## config.mk

```make
export PLATFORM = sky130hd
export DESIGN_NAME = taken_pred_ras
export DESIGN_NICKNAME = d
export VERILOG_FILES = /design/src/rtl/taken_pred_ras.sv
export SDC_FILE = /design/constraint.sdc
export NUM_CORES = 1
export LEC_CHECK = 0
export CAP_MARGIN = 20
export CORE_MARGIN = 1
export CORE_UTILIZATION = 34
export DETAILED_ROUTE_END_ITERATION = 12
export PLACE_DENSITY = 0.81
export SLEW_MARGIN = 40
export SYNTH_ARGS = -nofsm -noshare
export SYNTH_HDL_FRONTEND = slang
export SYNTH_SLANG_ARGS = --single-unit
```

## constraint.sdc

```tcl
create_clock -name clk -period 2.2 [get_ports clk]
set_clock_uncertainty 0.15 [all_clocks]
set_input_delay 0.44 -clock clk [delete_from_list [all_inputs] [get_ports clk]]
set_output_delay 0.44 -clock clk [all_outputs]
set_load 0.01 [all_outputs]
```

## src/rtl/taken_pred_ras.sv

```systemverilog
// Fetch-stage next-PC predictor: jumps predicted taken, calls push return addresses,
// returns pop them. The return-address stack is built only when RAS_PRED_EN is defined.
module taken_pred_ras #(
  parameter int ADDR_W    = 48,
  parameter int RAS_DEPTH = 8
) (
  input  logic                         clk,
  input  logic                         rst,
  input  logic                         F_stall_i,
  input  logic [3:0]                   f_icode_i,
  input  logic [ADDR_W-1:0]            f_valC_i,
  input  logic [ADDR_W-1:0]            f_valP_i,
  input  logic                         redirect_i,
  input  logic [ADDR_W-1:0]            redirect_pc_i,
  output logic [ADDR_W-1:0]            F_predPC_o,
  output logic                         F_rasHit_o,
  output logic [$clog2(RAS_DEPTH):0]   F_rasCount_o
);

  localparam int CW = $clog2(RAS_DEPTH) + 1;
  localparam int PW = $clog2(RAS_DEPTH);

  localparam logic [3:0] IJXX  = 4'h7;
  localparam logic [3:0] ICALL = 4'h8;
  localparam logic [3:0] IRET  = 4'h9;

  logic [ADDR_W-1:0] pred_pc_q, pred_pc_d;
  logic              ras_hit_q, ras_hit_d;

`ifdef RAS_PRED_EN
  localparam logic [CW-1:0] FULL = CW'(RAS_DEPTH);

  logic [CW-1:0]     count_q, count_d;
  logic [PW-1:0]     top_q, top_d;
  logic [PW-1:0]     push_idx;
  logic              push_en;
  logic [ADDR_W-1:0] stack_q [RAS_DEPTH];

  assign push_idx = top_q + PW'(1);

  // Redirect outranks stall so recovery is never blocked by a fetch bubble.
  always_comb begin
    pred_pc_d = pred_pc_q;
    ras_hit_d = ras_hit_q;
    count_d   = count_q;
    top_d     = top_q;
    push_en   = 1'b0;
    if (redirect_i) begin
      pred_pc_d = redirect_pc_i;
      ras_hit_d = 1'b0;
      count_d   = '0;
      top_d     = '0;
    end else if (!F_stall_i) begin
      ras_hit_d = 1'b0;
      pred_pc_d = f_valP_i;
      case (f_icode_i)
        IJXX: pred_pc_d = f_valC_i;
        ICALL: begin
          pred_pc_d = f_valC_i;
          push_en   = 1'b1;
          top_d     = push_idx;
          // Full stack wraps and silently overwrites the oldest entry.
          count_d   = (count_q == FULL) ? count_q : count_q + CW'(1);
        end
        IRET: begin
          if (count_q != '0) begin
            pred_pc_d = stack_q[top_q];
            ras_hit_d = 1'b1;
            top_d     = top_q - PW'(1);
            count_d   = count_q - CW'(1);
          end
        end
        default: ;
      endcase
    end
  end

  always_ff @(posedge clk or posedge rst) begin
    if (rst) begin
      pred_pc_q <= '0;
      ras_hit_q <= 1'b0;
      count_q   <= '0;
      top_q     <= '0;
    end else begin
      pred_pc_q <= pred_pc_d;
      ras_hit_q <= ras_hit_d;
      count_q   <= count_d;
      top_q     <= top_d;
    end
  end

  // Entries are never reset; the count alone says which ones are meaningful.
  always_ff @(posedge clk) begin
    if (push_en) begin
      stack_q[push_idx] <= f_valP_i;
    end
  end

  assign F_rasCount_o = count_q;
`else
  always_comb begin
    pred_pc_d = pred_pc_q;
    ras_hit_d = 1'b0;
    if (redirect_i) begin
      pred_pc_d = redirect_pc_i;
    end else if (!F_stall_i) begin
      if (f_icode_i == IJXX || f_icode_i == ICALL) begin
        pred_pc_d = f_valC_i;
      end else begin
        pred_pc_d = f_valP_i;
      end
    end
  end

  always_ff @(posedge clk or posedge rst) begin
    if (rst) begin
      pred_pc_q <= '0;
      ras_hit_q <= 1'b0;
    end else begin
      pred_pc_q <= pred_pc_d;
      ras_hit_q <= ras_hit_d;
    end
  end

  assign F_rasCount_o = '0;
`endif

  assign F_predPC_o = pred_pc_q;
  assign F_rasHit_o = ras_hit_q;

endmodule

```

Word-level counts from Yosys, hierarchy flattened --
Cells that the tools add are included.
Word-level totals: bits in registers 48, latch bits 0, RAM bits 0, memory bits (read-only) 0, input port bits 152, word-level logic and storage cells 8, memories kept 0
Operators by class: $add $sub $neg 0, multipliers 0, div/mod/pow operators 0, order comparisons 0, eq/ne operators 3, shifts and indexed selects 0, mux-type cells 3, bitwise gates (word level) 0, reductions and logical operators 1
Operators with widths (count):
- 48-bit 2-to-1 mux | 3
- 4-bit by 3-bit equality test with 1-bit output (second input constant) | 1
- 4-bit equality test (second input constant) | 1
- 2-bit by 1-bit inequality test with 1-bit output (second input constant) | 1
- 1-bit logical OR | 1

Longest topological paths before layout --
depth after elaboration 5, depth in mapped cells 6, gate-level depth less buffers 4

Least setup slack after synthesis --
Ideal clock, no wire load.
path type input port to flip-flop, start in f_icode_i[2], end reg pred_pc_q[0], in the netlist F_predPC_o[0], library setup time 0.132 ns, arrival time 1.360 ns, required time 1.918 ns, slack 0.558 ns, stages on the path 6, cells stage by stage nor2b_1 a31oi_4 buf_12 buf_12 mux2i_1 o21ai_1
Between the ends: word-level cells in the longest chain between the ends 5
RTL lines:
- from (decl) | RTL line 10 | input logic [3:0] f_icode_i,
- 4-bit by 3-bit equality test with 1-bit output / 4-bit equality test (equally long branches) | RTL line 107 | if (f_icode_i == IJXX || f_icode_i == ICALL) begin
- 1-bit logical OR * | RTL line 107
- 48-bit 2-to-1 mux * | RTL line 107
- 48-bit 2-to-1 mux * | RTL line 106 | end else if (!F_stall_i) begin
- 48-bit 2-to-1 mux * | RTL line 104 | if (redirect_i) begin
- to (signal assigned) | RTL line 120 | pred_pc_q <= pred_pc_d;
- to (decl) | RTL line 27 | logic [ADDR_W-1:0] pred_pc_q, pred_pc_d;
Every way passes the cells marked *; elsewhere a longest branch is shown, timed or not. The select of a mux whose other input is x is not followed. A chain may end at the register's enable or synchronous reset.

Worst setup path after layout --
start in f_icode_i[1], end reg pred_pc_q[9], in the netlist F_predPC_o[9]
Same word-level chain as after synthesis.

==> impl_metrics.env <==
export IMPL_synth_cell_types=19
export IMPL_synth_area_leaders="dfrtp_1 45%, mux2i_1 18%, o221ai_1 7.2%"
export IMPL_overflow=0
export IMPL_grt_max_degree=49
export IMPL_core_um2=7410
export IMPL_start_util=0.361
export IMPL_grt_usage=0.221
export IMPL_final_nets=603
export IMPL_postRouteAntennaNets=0
export IMPL_first_pass_iters=4
export IMPL_area_growth_pct=80.7
export IMPL_clkTransAtPathRegs_ns=0.09
export IMPL_vias=2787
export IMPL_swShare=0.266
export IMPL_rows=31
export IMPL_dp_cells=543
export IMPL_cp_arrival_ns=2.00
export IMPL_final_area_um2=4830
export IMPL_place_congestion=0.721
export IMPL_dp_hpwl_um=6860
export IMPL_final_common_cell="clkdlybuf4s50_1"
export IMPL_end_kind="flip-flop"
export IMPL_clock_power_share=0.262
export IMPL_numCtsBuffers=5
export IMPL_intPower_w=0.00181
export IMPL_cp_required_ns=2.24
export IMPL_hold_path_class="input pin to async pin"
export IMPL_io_buffers=199
export IMPL_p_switching_w=0.000654
export IMPL_critical_path_max_fanout=21
export IMPL_instances_no_fill=551
export IMPL_synth_seq_area_share=0.449
export IMPL_status="completed"
export IMPL_netlist_instances=261
export IMPL_fmax_mhz=510
export IMPL_viasPerCell=5.06
export IMPL_min_period_ns=1.96
export IMPL_seqPwrFrac=0.415
export IMPL_clock_latency_ns=0.30
export IMPL_cts_hold_buf=0
export IMPL_cts_sinks=48
export IMPL_period_share=0.892
export IMPL_largest_register_ffs=48
export IMPL_wl_um=8980
export IMPL_finalSetupViolations=0
export IMPL_syn_area_per_cell_um2=10.2
export IMPL_final_cell_mix="198 x clkdlybuf4s50_1, 48 x dfrtp_1, 48 x mux2i_1, 44 x nand2_1"
export IMPL_fin_hold_ws_ns=0.340
export IMPL_combPwrFrac=0.323
export IMPL_post_cts_setup_buffers=0
export IMPL_drive_gt1_frac=0.0509
export IMPL_slew_headroom=0.612
export IMPL_startpoint_type="input pin"
export IMPL_drc=0
export IMPL_grt_pass1_vias=2925
export IMPL_grt_setup_unrepaired="false"
export IMPL_post_cts_resized=0
export IMPL_synth_largest_area_cell="dfrtp_1"
export IMPL_wl_per_cell_um=16.3
export IMPL_root_buffer="clkbuf_8"
export IMPL_grt_pass1_wl_um=14400
export IMPL_ys_warn_count=0
export IMPL_fillerInstances=618
export IMPL_die_area_um2=8220
export IMPL_synth_top_area_share=0.449
export IMPL_synth_seq_cells=48
export IMPL_drt_iter0_drc=94
export IMPL_pwr_density_cell_nw_per_um2=510
export IMPL_drv_cap=0
export IMPL_die_height_um=90.7
export IMPL_cts_buffer_depth=2
export IMPL_cts_htree_levels=2
export IMPL_place_area_um2=4720
export IMPL_finalHoldViolations=0
export IMPL_io_pins=205
export IMPL_p_leak_nw=2.20
export IMPL_cts_tree="done"
export IMPL_antenna_diode_count=0
export IMPL_ir_worst_vdd_mv=0.246
export IMPL_criticalPathCategory="input pin to flip-flop"
export IMPL_die_w_um=90.7
export IMPL_worst_slew_pin_slew_ns=0.580
export IMPL_slew_violations=0
export IMPL_netlist_area_um2=2670
export IMPL_antenna_found_initial=0
-- cells by family (layout without fill, tap and decap cells) --
| logic type | after synthesis | count (layout) | share of synthesized area |
|---|---|---|---|
| other cells | 1 | 5 | 0.00140 |
| buf+inv | 35 | 222 | 0.0805 |
| mux | 48 | 48 | 0.180 |
| compound gates | 81 | 81 | 0.211 |
| simple gates | 48 | 48 | 0.0777 |
| flops | 48 | 48 | 0.449 |
-- final cells by class --
class | instances | area (um2) | share of cell area
Timing Repair Buffer | 208 | 2090 | 0.433
Multi-Input combinational cell | 182 | 1280 | 0.265
Sequential cell | 48 | 1200 | 0.249
Inverter | 6 | 22.5 | 0.00466
Tap cell | 99 | 124 | 0.0256
Clock buffer | 5 | 68.8 | 0.0142
Clock inverter | 3 | 42.5 | 0.00881
-- through the flow --
stage	total power (W)	worst slack [ns]	TNS [ns]	util
2_1_floorplan	0.00133	0.466	0	-
3_3_place_gp	0.00182	-0.0121	-0.0134	0.636
3_5_place_dp	0.00184	-0.0877	-1.30	0.637
4_1_cts	0.00249	0.236	0	0.652
5_1_grt	0.00258	0.174	0	0.652
6_report	0.00246	0.238	0	0.652
-- per-layer routing --
| metal | vias to the layer above | track usage | share of wire |
|---|---|---|---|
| met3 | 10 | 0.0657 | 0.095 |
| met4 | 0 | 0.0444 | 0.010 |
| met5 | - | 0 | 0 |
| met2 | 147 | 0.410 | 0.51 |
| li1 | 1327 | - | - |
| met1 | 1303 | 0.249 | 0.38 |
-- worst max-delay path, stage by stage --
cell and delay, ns:
clkdlybuf4s50_1 0.51, nor4b_4 0.37, a31oi_4 0.08, buf_12 0.20, mux2i_1 0.13, a222oi_1 0.26
-- synthesized netlist by cell type --
cell type and n:
inv_1 6, buf_12 3, a31oi_4 1, or2_1 1, clkbuf_1 18, nand2_1 44, mux2i_1 48, o221ai_1 22
a21oi_1 13, conb_1 1, dfrtp_1 48, buf_4 5, a222oi_1 1, buf_6 2, o21ai_1 22, clkbuf_2 1
a22oi_1 22, nor2b_1 2, nor4b_4 1
-- worst paths after layout --
kind	slack, ns	depth (start not counted)	end	startpoint
min in group clk	0.36	2	F_predPC_o[3]$_DFFE_PP0P_	F_predPC_o[3]$_DFFE_PP0P_
worst max register to register	1.24	4	F_predPC_o[24]$_DFFE_PP0P_	F_predPC_o[24]$_DFFE_PP0P_
max in group asynchronous	1.33	3	F_predPC_o[24]$_DFFE_PP0P_	rst
worst min-delay path	0.34	3	F_predPC_o[7]$_DFFE_PP0P_	rst
worst min register to register	0.36	2	F_predPC_o[3]$_DFFE_PP0P_	F_predPC_o[3]$_DFFE_PP0P_
worst max-delay path	0.24	6	F_predPC_o[9]$_DFFE_PP0P_	f_icode_i[1]
-- power by group through the flow --
| stage | clock [W] | sequential (W) | combinational (W) |
|---|---|---|---|
| after floorplan | 0 | 0.00108 | 0.000252 |
| after global placement | 0 | 0.00103 | 0.000786 |
| after detailed placement | 0 | 0.00104 | 0.000802 |
| after CTS | 0.000660 | 0.00102 | 0.000804 |
| after global routing | 0.000692 | 0.00103 | 0.000858 |
| final | 0.000646 | 0.00102 | 0.000796 |
(Power assumes the default switching activity.)
